==> src/rtl/pc_sequencer.sv <==
// Instruction-fetch sequencer: owns the PC, runs the fetch/execute handshake
// with instruction memory and forms the next PC through a bank of 1-bit muxes.

module mux2x1 (
    input  logic I0,
    input  logic I1,
    input  logic S,
    output logic Y
);
    assign Y = S ? I1 : I0;
endmodule

module pc_sequencer #(
    parameter int ADDR_W = 8,
    parameter int DATA_W = 8,
    parameter int CNT_W  = 16
) (
    input  logic              CLK,
    input  logic              RST,
    input  logic              EN,
    input  logic              FETCH_ACK,
    input  logic [DATA_W-1:0] INSTR,
    input  logic              BR_TAKEN,
    input  logic [ADDR_W-1:0] BR_TGT,
    input  logic              HALT,
    output logic              FETCH_REQ,
    output logic [ADDR_W-1:0] PC,
    output logic [DATA_W-1:0] IR,
    output logic              EXEC,
    output logic              HALTED,
    output logic [CNT_W-1:0]  RETIRED,
    output logic [1:0]        dbg_state
);
    // Handshake: FETCH_REQ is held high with PC as the address for the whole
    // S_FETCH state; an instruction is accepted at the first enabled edge where
    // FETCH_REQ and FETCH_ACK are both high. ACK outside S_FETCH is ignored.

    typedef enum logic [1:0] {
        S_RESET = 2'd0,
        S_FETCH = 2'd1,
        S_EXEC  = 2'd2,
        S_HALT  = 2'd3
    } state_t;

    state_t             state;
    state_t             state_next;
    logic [ADDR_W-1:0]  pc_inc;
    logic [ADDR_W-1:0]  pc_next;

    assign pc_inc = PC + ADDR_W'(1);

    for (genvar i = 0; i < ADDR_W; i++) begin : g_next_pc
        mux2x1 u_mux (
            .I0(pc_inc[i]),
            .I1(BR_TGT[i]),
            .S (BR_TAKEN),
            .Y (pc_next[i])
        );
    end

    always_ff @(posedge CLK) begin
        if (RST) begin
            state   <= S_RESET;
            PC      <= '0;
            IR      <= '0;
            RETIRED <= '0;
        end else if (EN) begin
            state <= state_next;
            if (state == S_FETCH && FETCH_ACK) begin
                IR <= INSTR;
            end
            // HALT wins over the branch: the halting instruction does not retire.
            if (state == S_EXEC && !HALT) begin
                PC      <= pc_next;
                RETIRED <= RETIRED + CNT_W'(1);
            end
        end
    end

    always_comb begin
        state_next = state;
        FETCH_REQ  = 1'b0;
        EXEC       = 1'b0;
        HALTED     = 1'b0;
        case (state)
            S_RESET: state_next = S_FETCH;
            S_FETCH: begin
                FETCH_REQ = 1'b1;
                if (FETCH_ACK) state_next = S_EXEC;
            end
            S_EXEC: begin
                EXEC       = 1'b1;
                state_next = HALT ? S_HALT : S_FETCH;
            end
            S_HALT: begin
                HALTED     = 1'b1;
                state_next = S_HALT;
            end
            default: state_next = S_RESET;
        endcase
    end

    assign dbg_state = state;
endmodule

==> config.mk <==
export PLATFORM = sky130hd
export DESIGN_NAME = pc_sequencer
export DESIGN_NICKNAME = d
export VERILOG_FILES = /design/src/rtl/pc_sequencer.sv
export SDC_FILE = /design/constraint.sdc
export NUM_CORES = 1
export LEC_CHECK = 0
export BUFFER_PORTS_ARGS = -buffer_cell sky130_fd_sc_hd__buf_4
export CAP_MARGIN = 20
export CORE_MARGIN = 4
export CORE_UTILIZATION = 51
export DETAILED_ROUTE_END_ITERATION = 6
export HOLD_SLACK_MARGIN = 0.15
export MAX_ROUTING_LAYER = met4
export PLACE_DENSITY = 0.9
export SKIP_CTS_REPAIR_TIMING = 1
export SLEW_MARGIN = 20
export SYNTH_ARGS = -nofsm -noshare
export SYNTH_HDL_FRONTEND = slang
export SYNTH_SLANG_ARGS = --single-unit
==> constraint.sdc <==
create_clock -name CLK -period 4.8 [get_ports CLK]
set_input_delay 0.48 -clock CLK [delete_from_list [all_inputs] [get_ports CLK]]
set_output_delay 0.48 -clock CLK [all_outputs]
set_load 0.02 [all_outputs]
==> flow_summary.toml <==
[worst_hold_path]
hold_depth = 3
worstHoldStart = "INSTR[1]"
hold_path.class = "in2reg"
hold_end = "IR[1]$_SDFFE_PP0P_"

[run_status]
status = "finished, final reports clean"

[clock_network]
numCtsBuffers = 5
cts_htree_levels = 2
cts_tree = "yes"
cts_sinks = 34
root_buffer = "clkbuf_4"
insertion_delay_ns = 0.32
cts_buffer_depth = 2
cts.clk_slew.worst_paths_ns = 0.10

[critical_path]
reg2reg_slack_ns = 2.47
r2r_end = "RETIRED[13]$_SDFFE_PP0P_"
start_kind = "flop"
cp_max_fo = 17
critical_path_class = "reg2reg"
r2r_start = "dbg_state[0]$_SDFFE_PP0P_"
r2r_cells = 4
required_ns = 5.06
arrival_ns = 2.59
endpoint_kind = "flop"

[pwr]
finalPower_mw = 0.480
ir_drop_v = 0.000177
p_leak_nw = 0.806
power.density_nw_per_um2 = 233

[final_layout]
finalInstanceArea_sq_um = 2060
syn_to_final_growth_pct = 31.2
n_antenna_cell = 0
layout.nets = 275
final_common_cell = "buf_4"
final_cell_mix = "buf_4, dfxtp_1, nand2_1"
drive_above_1_share_pct = 26.3
post-route-util_pct = 72.3

[routing]
totalWireLength_mm = 3.85
wl_per_cell_microns = 13.7
first_iter_violations = 77
vias = 1607
drc = 0
vias_per_cell = 5.70
firstDrtPassIters = 4
antenna_left = 0

[global_route]
grt_pass1_vias = 1402
antenna_found_initial = 0
grt_max_degree = 35
grt.overflow.total = 0
grt_use_total_pct = 19.6
grt_pass1_wl_mm = 6.32

[timing]
finalHoldViolCount = 0
skew_ns = 0.00590
rsz0062_at_grt = "no"
setup_viol = 0
min_period_ns = 2.33
fmax_mhz = 429
hold_slack_ns = 0.395
relSlewSlack_pct = 57.3
tns_ns = 0
worstMarginPinSlew_ns = 0.637
slew_viol_final = 0
min_period_over_period_pct = 48.6

[floorplanning]
core-area_sq_um = 2850
die_w_microns = 63.5
die-area_sq_um = 4030
die_h_microns = 63.5
start_util_pct = 55.1
rows = 19
io_pins = 59

[yosys]
syn_avg_cell_area_sq_um = 8.02
synth_area_sq_um = 1570
ys_ff_latch = 34
netlist_instances = 196
synth.yosys.seq_area_share_pct = 43.3
ys_types = 33
syn_nets = 220
yosys_warnings = 0

[place]
routabilityCongestion = 0.807
dpl-instance-area_sq_um = 2020
io_buffer_count = 58
hpwl_mm = 2.79

[job]
maxCapViolCount = 0
==> cell type report <==
type / instances / area (sq um)
Tap cell: 31 / 38.8
Clock buffer: 7 / 45.0
Inverter: 3 / 11.3
Timing Repair Buffer: 59 / 443
Multi-Input combinational cell: 148 / 843
Sequential cell: 34 / 681
Fill cell: 248 / 791
==> cell usage after synthesis <==
library cell / instances / area, sq um
dfxtp_1: 34 / 681
nand2_1: 32 / 120
a21oi_1: 19 / 95.1
nor2_1: 15 / 56.3
nand3_1: 11 / 55.1
clkbuf_1: 10 / 37.5
o21ai_0: 9 / 45.0
xnor2_1: 7 / 61.3
or3_1: 5 / 31.3
a31oi_1: 4 / 25.0
nand4_1: 4 / 25.0
nor3_1: 4 / 20.0
nor4_1: 4 / 25.0
o31ai_1: 4 / 30.0
a211oi_1: 3 / 22.5
inv_1: 3 / 11.3
nor2b_1: 3 / 18.8
xor2_1: 3 / 26.3
and2_1: 2 / 12.5
and3_1: 2 / 12.5
ha_1: 2 / 25.0
mux2i_1: 2 / 20.0
nand2b_1: 2 / 12.5
nand4b_1: 2 / 17.5
o21bai_1: 2 / 15.0
a21o_1: 1 / 7.51
a22o_1: 1 / 8.76
a22oi_1: 1 / 7.51
and4_1: 1 / 8.76
buf_2: 1 / 5.00
nand4bb_1: 1 / 11.3
nor4bb_1: 1 / 10.0
or4_4: 1 / 11.3
==> flip-flops by register name, indices dropped and copies added, names as in the netlist <==
signal / cells
RETIRED: 16
IR: 8
PC: 8
dbg_state: 2
==> kinds of logic after synthesis <==
logic type / share of synthesized area (%)
flops: 43.3
xor+xnor: 5.57
compound gates: 16.3
fa+ha+maj: 1.59
mux: 1.27
simple gates: 28.5
buf+inv: 3.42
==> how the worst max path moves through the flow <==
stage                              startpoint                  endpoint  slack [ns]  cells past startpoint
floorplan                                HALT  RETIRED[15]$_SDFFE_PP0P_        2.92                      5
global placement                         HALT  RETIRED[13]$_SDFFE_PP0P_        2.33                      5
detailed placement                       HALT  RETIRED[15]$_SDFFE_PP0P_        2.29                      5
finish              dbg_state[0]$_SDFFE_PP0P_  RETIRED[13]$_SDFFE_PP0P_        2.47                      4
CTS                 dbg_state[1]$_SDFFE_PP0P_  RETIRED[13]$_SDFFE_PP0P_        2.47                      4
global route        dbg_state[1]$_SDFFE_PP0P_  RETIRED[13]$_SDFFE_PP0P_        2.30                      4
==> report_power, final <==
group	internal, mW	total, mW	switching, mW
clock	0.0553	0.142	0.0863
sequential	0.285	0.289	0.00385
combinational	0.0240	0.0487	0.0247
==> metrics by stage <==
step,instances,setup slack [ns]
2_1_floorplan,196,2.92
3_3_place_gp,275,2.33
3_5_place_dp,275,2.29
4_1_cts,282,2.47
5_1_grt,282,2.30
6_report,282,2.47
==> critical path: stages, from the launching register on <==
cell	delay, ns
dfxtp_1	0.39
nand4bb_1	0.62
or4_4	0.76
or3_1	0.36
a21oi_1	0.14
==> metal layers <==
layer  share of wire (%)  global-route usage, %
met5                   0                      -
met1                  44                   23.5
met4                0.70                   7.82
met3                 6.4                   4.26
met2                  49                   31.9
Power figures use the tool's default switching activity.
